--- config.mk ---
export PLATFORM = sky130hd
export DESIGN_NAME = mux21_input_conditioner
export DESIGN_NICKNAME = d
export VERILOG_FILES = /design/src/rtl/mux21_input_conditioner.sv
export SDC_FILE = /design/constraint.sdc
export NUM_CORES = 1
export LEC_CHECK = 0
export ABC_CLOCK_PERIOD_IN_PS = 3000
export BUFFER_PORTS_ARGS = -buffer_cell sky130_fd_sc_hd__clkbuf_2
export CAP_MARGIN = 15
export CORE_MARGIN = 2
export CORE_UTILIZATION = 47
export CTS_CLUSTER_DIAMETER = 100
export DETAILED_ROUTE_END_ITERATION = 8
export PLACE_DENSITY = 0.67
export SYNTH_ARGS = -nofsm -noshare
export SYNTH_HDL_FRONTEND = slang
export SYNTH_SLANG_ARGS = --single-unit
--- constraint.sdc ---
create_clock -name clk -period 3 [get_ports clk]
set_input_delay 0.6 -clock clk [delete_from_list [all_inputs] [get_ports clk]]
set_output_delay 0.6 -clock clk [all_outputs]
set_load 0.05 [all_outputs]
--- src/rtl/mux21_input_conditioner.sv ---
// mux21_input_conditioner
// Synchronizes and debounces the raw select/data pins for the 2:1 mux stage,
// and optionally replaces the select pin with a free-running toggle whose
// period is programmable (auto mode).
module mux21_input_conditioner #(
  parameter int DEBOUNCE_CYCLES = 4,
  parameter int PERIOD_W        = 8
) (
  input  logic                clk,
  input  logic                rst,
  input  logic                sel_raw,
  input  logic                in1_raw,
  input  logic                in2_raw,
  input  logic                auto_en,
  input  logic [PERIOD_W-1:0] period,
  output logic                sel,
  output logic                in1,
  output logic                in2,
  output logic                sel_toggle,
  output logic                auto_mode
);

  // A counter of at least one bit keeps DEBOUNCE_CYCLES == 1 legal.
  localparam int CNT_W = (DEBOUNCE_CYCLES > 1) ? $clog2(DEBOUNCE_CYCLES) : 1;
  localparam logic [CNT_W-1:0] CNT_MAX = CNT_W'(DEBOUNCE_CYCLES - 1);

  typedef enum logic {MANUAL = 1'b0, AUTO = 1'b1} state_t;

  // Channel index: 0 = select, 1 = data 1, 2 = data 2.
  logic [2:0]       raw;
  logic [2:0]       s1;
  logic [2:0]       s2;
  logic [2:0]       db;
  logic [CNT_W-1:0] cnt [3];

  state_t               state;
  state_t               state_nxt;
  logic                 sel_nxt;
  logic [PERIOD_W-1:0]  pcnt;
  logic [PERIOD_W-1:0]  pcnt_nxt;

  assign raw = {in2_raw, in1_raw, sel_raw};

  // Two-flop synchronizers bringing the asynchronous pins into the clk domain.
  always_ff @(posedge clk) begin
    if (rst) begin
      s1 <= '0;
      s2 <= '0;
    end else begin
      s1 <= raw;
      s2 <= s1;
    end
  end

  // Debouncers: db only follows s2 after DEBOUNCE_CYCLES consecutive mismatches;
  // any cycle of agreement restarts the count, so short glitches vanish.
  always_ff @(posedge clk) begin
    if (rst) begin
      db <= '0;
      for (int i = 0; i < 3; i++) cnt[i] <= '0;
    end else begin
      for (int i = 0; i < 3; i++) begin
        if (s2[i] == db[i]) begin
          cnt[i] <= '0;
        end else if (cnt[i] == CNT_MAX) begin
          db[i]  <= s2[i];
          cnt[i] <= '0;
        end else begin
          cnt[i] <= cnt[i] + CNT_W'(1);
        end
      end
    end
  end

  assign in1 = db[1];
  assign in2 = db[2];

  // Next-state and select/period-counter decode. Actions follow the current
  // state, so entering AUTO starts counting from zero on the following edge;
  // a falling auto_en in AUTO suppresses any toggle and just clears the count.
  always_comb begin
    state_nxt = state;
    sel_nxt   = sel;
    pcnt_nxt  = pcnt;
    case (state)
      MANUAL: begin
        sel_nxt  = db[0];
        pcnt_nxt = '0;
        if (auto_en) state_nxt = AUTO;
      end
      AUTO: begin
        if (!auto_en) begin
          state_nxt = MANUAL;
          pcnt_nxt  = '0;
        end else if (period == '0) begin
          pcnt_nxt = '0;
        end else if (pcnt >= period - PERIOD_W'(1)) begin
          sel_nxt  = ~sel;
          pcnt_nxt = '0;
        end else begin
          pcnt_nxt = pcnt + PERIOD_W'(1);
        end
      end
      default: begin
        state_nxt = MANUAL;
        pcnt_nxt  = '0;
      end
    endcase
  end

  // State, select and period-counter registers; sel_toggle and auto_mode are
  // registered from the same next-cycle values so they line up with sel/state.
  always_ff @(posedge clk) begin
    if (rst) begin
      state      <= MANUAL;
      sel        <= 1'b0;
      pcnt       <= '0;
      sel_toggle <= 1'b0;
      auto_mode  <= 1'b0;
    end else begin
      state      <= state_nxt;
      sel        <= sel_nxt;
      pcnt       <= pcnt_nxt;
      sel_toggle <= (sel_nxt != sel);
      auto_mode  <= (state_nxt == AUTO);
    end
  end

endmodule

* After elaboration in Yosys (flattened, before gate mapping)
Memory sizes are Yosys's and may differ from the RTL's. Index checks and enable logic that the tools add are counted.
Storage, ports and cells: flip-flop bits (word level) 20, bits in writable memories 6, input bits 14, output and inout port bits 5, logic and storage cells 94, memories 1
Cells by class: add/subtract/negate cells 5, order comparisons 1, eq/ne operators 7, multiplexer cells 53, bitwise operators 14, reduce and logical (&&, ||, !) cells 4
Memories:
- cnt | words 3, width 2, rd ports 3, clocked after Yosys merged registers in 0, write ports 3, RTL line 34 | logic [CNT_W-1:0] cnt [3];
Operator list (number):
- 2-to-1 mux 1 bit | 39
- 2-to-1 mux 8 bit | 3
- 2-to-1 mux 2 bit | 9
- case mux 8 bit (2 select lines) | 1
- bitwise OR 1 bit | 9
- adder 8 x 1 -> 8 bit (second input constant) | 1
- greater-or-equal comparator 8 bit | 1
- logical NOT 8 bit | 1
- subtractor 8 x 1 -> 8 bit (second input constant) | 1
- adder 2 x 1 -> 2 bit (second input constant) | 3
- equality test 2 bit (second input constant) | 3
- AND reduction 2 bit | 3
- inverter 1 bit | 5
- equality test 1 bit | 3
- case mux 1 bit (2 select lines) | 1
- != test 1 bit | 1

* Logic depth before layout (Yosys ltp)
depth after elaboration 7, mapped depth 12, gate-level depth less buffers 11

* Worst setup path before layout
OpenSTA, ideal clock, no wires.
path kind input to register, start point input port period[0], end point register pcnt[2], library setup time 0.062 ns, arrival time 2.515 ns, data required time 2.938 ns, slack 0.424 ns, stages 10, buffers on the path 1, path through nor3_1 -> nor3b_1 -> xnor2_1 -> ha_1 -> a21oi_1 -> o21a_1 -> o31ai_2 -> or4b_1 -> buf_6 -> nor2_2
On the way: longest elaborated chain between the ends 6, elaborated cells on any way between the ends 7, classes of those cells add/sub (1); order compare (1); mux (4); reduce/logical (1)
RTL lines:
- start, declared | RTL line 15 | input logic [PERIOD_W-1:0] period,
- subtractor 8 x 1 -> 8 bit | RTL line 97 | end else if (pcnt >= period - PERIOD_W'(1)) begin
- greater-or-equal comparator 8 bit | RTL line 97
- 2-to-1 mux 8 bit | RTL line 97
- 2-to-1 mux 8 bit * | RTL line 95 | end else if (period == '0) begin
- 2-to-1 mux 8 bit * | RTL line 92 | if (!auto_en) begin
- case mux 8 bit (2 select lines) * | RTL line 85 | case (state)
- end signal, assigned | RTL line 123 | pcnt <= pcnt_nxt;
- end, declared | RTL line 39 | logic [PERIOD_W-1:0] pcnt;
Mark *: on every way between the ends. The rest lies on a longest branch, timed or not. A chain may end at the register's enable or synchronous reset.

* Worst setup path after layout
start point input port period[3], end point register pcnt[1]
Same word-level chain as after synthesis.

==> results list <==
- A synthesized cell averages 10.3 um2.
* Fraction of power consumed by sequential logic: 54.8%
- Ys Warns: 0
* Maximum frequency from static timing analysis: 377 MHz
* Startpoint class of the critical path: primary input
* Switching power as a share of total power: 21.3%
- Clock tree from TritonCTS: built
- PostCTS Resize Cnt: 0
* Remaining number of nets flagged by the antenna check after routing: 0
* Area of the die: 3330 um2
- At the end of the flow, the number of nets in the layout was 186.
* Post-synth EDFFs: 6
- Post-synth design cell area: 1350 um2
- Detailed placement finished with a half-perimeter wire length of 1620 um.
- Clock tree synthesis inserted a total of 3 buffers.
- After floorplanning, the core was divided into 19 placement rows.
- Switching power: 146 uW
- Prior to clock tree synthesis, the placed netlist has a worst setup slack of 0.0130 ns.
* Share of async-settable or async-resettable flops after synthesis: 0%
* Number of H-tree levels: 1
- Aggregate negative setup slack: 0 ns
* Number of sinks on the clock net: 26
- The first global-routing pass estimated 3640 um of wire.
- Highest-delay cell along the critical path: or4b_1
* Initial antenna violation count: 0
* Root buf cell: clkbuf_4
- The flow ran to the end, and the final reports show no timing, DRC or antenna violations.
- Non-Filler Instances: 188
* Worst setup path class: in -> reg
- Number of violations reported at the end of detailed-routing iteration 0: 15
- The number of setup buffers added after CTS is 0.
- Pleak: 0.000653 uW
* Number of buffers added to fix hold violations after cts: 0
- Max Clock Skew: 0.00529 ns
- Top cells by area, synth: dfxtp_1, edfxtp_1, ha_1
* Clock buffer depth: 2
- Of the synthesized area, sequential elements account for 42.9%.
- Post-route fraction of the period consumed by the critical path: 88.5%
- RD Place Congestion: 0.761
* Worst endpoint data arrival time: 2.90 ns
* Time the final worst path needs with I/O delays and setup: 2.66 ns
- Kind of cell adding the most delay to the critical path: simple AND/OR/NAND/NOR gates
- For this run, the slowest stage of the critical path takes 0.70 ns.
* Count of input and output buffers: 18
* Final critical-path setup slack: 0.345 ns
* Max FO, Critical Path: 8
- The routed layout has 943 vias.
- Share of the synthesized area in the top cell type: 29.6%
- Insertion delay of the later-clocked pin in the worst-skew pair: 0.31 ns
- Layout area overhead: 14.2%
* Total core area: 2760 um2
* Height of the chip: 57.7 um
- Detailed-route vias per instance: 5.02
* Power per standard cell area: 441 nW/um2
- Number of gates on the worst path with buffers counted: 11
- #FFs+latches synth: 26
- Maximum capacitance violations: 0
- Clock-pin slew was measured on the worst setup and hold paths at 0.14 ns.
- The initial utilization of the core area, before any placement, comes to 49.1%.
- Number of inserted diodes: 0
* Dominant synthesized flop cell: dfxtp_1
- Of the cells placed in the final design, the portion with a size suffix greater than 1 is 20.4%.
* R2r worst-path depth: 7
* Sum of routed wire length over all layers: 2000 um
- Number of fillers in the final layout: 249
- Average wire per cell in the routed design: 10.6 um
- Maximum number of pins on one net before global-route repair: 17
- The number of global-route vias before repair came to 887.
* Worst hold path type: reg -> reg
- Cell type with the highest aggregate area in the netlist: dfxtp_1
- After global routing the overflow that remains totals 0.
- Distinct cell type count of the synthesized netlist: 31
- Before antenna repair, the detailed router went through 2 iterations.
* Part of the power in combinational logic: 11.0%
* Critical path required time: 3.25 ns
- Number of top-level design ports: 19
- Floorplan die width: 57.7 um
- After detailed placement, the design holds a cell count of 184.
- The hold violation count in the final report is 0.
- Gate count after technology mapping: 131
- Endpoint kind of the worst setup timing path: flop
- Total count of max-transition violations in the final report: 0
* Endpoints failing setup: 0
- Buf+Inv Stages, Crit Path: 1
- Internal cell power: 537 uW
- For this run, design rule violations remaining after detail routing come to 0.
- Traced cell by cell, the critical path runs through clkbuf_2 > nor2_1 > nand2_1 > nor4_1 > xnor2_1 > ha_1 > a21oi_1 > o21a_1 > o31ai_2 > or4b_1 > nor2_1.
- Setup repair after global routing left no endpoint under its margin.
- Part of the total power dissipated in the clock network: 34.2%
- Hold Path Cell Cnt: 1
* Worst vdd ir: 0.287 mV
* Overall fraction of global-route tracks in use: 14.0%
- Crit-path most repeated cell: nor2_1
## layout make-up
type / instances / area, um2 / area share, %
tap: 31 / 38.8 / 2.51
multi-input combinational: 99 / 743 / 48.1
inverter: 9 / 33.8 / 2.18
sequential: 26 / 581 / 37.5
timing repair buffer: 19 / 97.6 / 6.31
clock inverter: 1 / 30.0 / 1.94
clock buffer: 3 / 22.5 / 1.46
## through the flow
| step | hold slack (ns) | instance area (um2) | util, % | power, uW |
|---|---|---|---|---|
| floorplan | 0.414 | 1370 | - | 434 |
| detailed placement | 0.429 | 1490 | 54.2 | 458 |
| finish | 0.452 | 1550 | 56.1 | 682 |
| CTS | 0.452 | 1550 | 56.1 | 689 |
| global placement | 0.420 | 1490 | 54.2 | 455 |
| global route | 0.451 | 1550 | 56.1 | 710 |
## metal layers
layer  track usage, %  share of wire [%]  wire (um)
met5                0                  0          0
met3             2.01                2.9         57
met2             23.9                 46        910
met4             5.98                1.4         27
met1             17.5                 50        999
## cell usage after synthesis, drive strengths merged, types with 2 or more instances
| cell | number |
|---|---|
| a211oi | 2 |
| a21oi | 3 |
| and3 | 2 |
| dfxtp | 20 |
| edfxtp | 6 |
| ha | 14 |
| inv | 9 |
| mux2i | 3 |
| nand2 | 3 |
| nand3 | 5 |
| nor2 | 21 |
| nor2b | 7 |
| nor3 | 2 |
| nor4 | 2 |
| o21a | 2 |
| or3 | 3 |
| xnor2 | 10 |
| xor2 | 6 |
## worst register-to-register path: cells and delay by family, from the launching register on
family	cells	cell delay, ns
AO/OA/AOI/OAI	2	0.49
adder cells (fa/ha/maj)	1	0.27
buffers and inverters	1	0.07
flip-flops	1	0.44
AND/OR/NAND/NOR	3	1.03
## placed cells by master (no fill, tap or decap), types with 2 or more instances in the layout
master / instances
a211oi_1: 2
a21oi_1: 3
and3_1: 2
clkbuf_2: 18
clkbuf_4: 3
conb_1: 6
dfxtp_1: 20
edfxtp_1: 6
ha_1: 14
inv_1: 9
mux2i_1: 3
nand2_1: 3
nand3_1: 5
nor2_1: 15
nor2_2: 5
nor2b_1: 7
nor3_1: 2
nor4_1: 2
o21a_1: 2
or3_1: 3
xnor2_1: 10
xor2_1: 6
## kinds of logic (layout without fill, tap and decap cells)
group                    Yosys count  count (layout)  synth area share, %
flip-flops                        26              26                 42.9
multiplexers                       3               3                 2.22
XOR/XNOR                          16              16                 10.4
AND/OR/NAND/NOR                   50              50                 20.6
other                              1               6                0.277
adder cells (fa/ha/maj)           14              14                 12.9
buffers and inverters             11              32                 3.60
AO/OA/AOI/OAI                     10              10                 7.12
## power by group through the flow
stage	registers (uW)	clock network (uW)	logic (uW)
after floorplan	389	0	45.3
after global placement	381	0	73.3
after detailed placement	382	0	75.8
after CTS	374	239	75.9
after global routing	375	250	84.5
final	374	234	75.0
## worst paths after layout
check | to | slack (ns) | startpoint
setup reg to reg | pcnt[1] | 0.65 | pcnt[0]
hold / removal | s2[1] | 0.45 | s1[1]
setup / recovery | pcnt[1] | 0.34 | period[3]
hold reg to reg | s2[1] | 0.45 | s1[1]
## registers in the layout, summed over array words and instances (netlist names)
signal	count
s2	3
pcnt	8
s1	3
sel	1
db	3
state	1
cnt	6
sel_toggle	1
(Power assumes the default switching activity.)
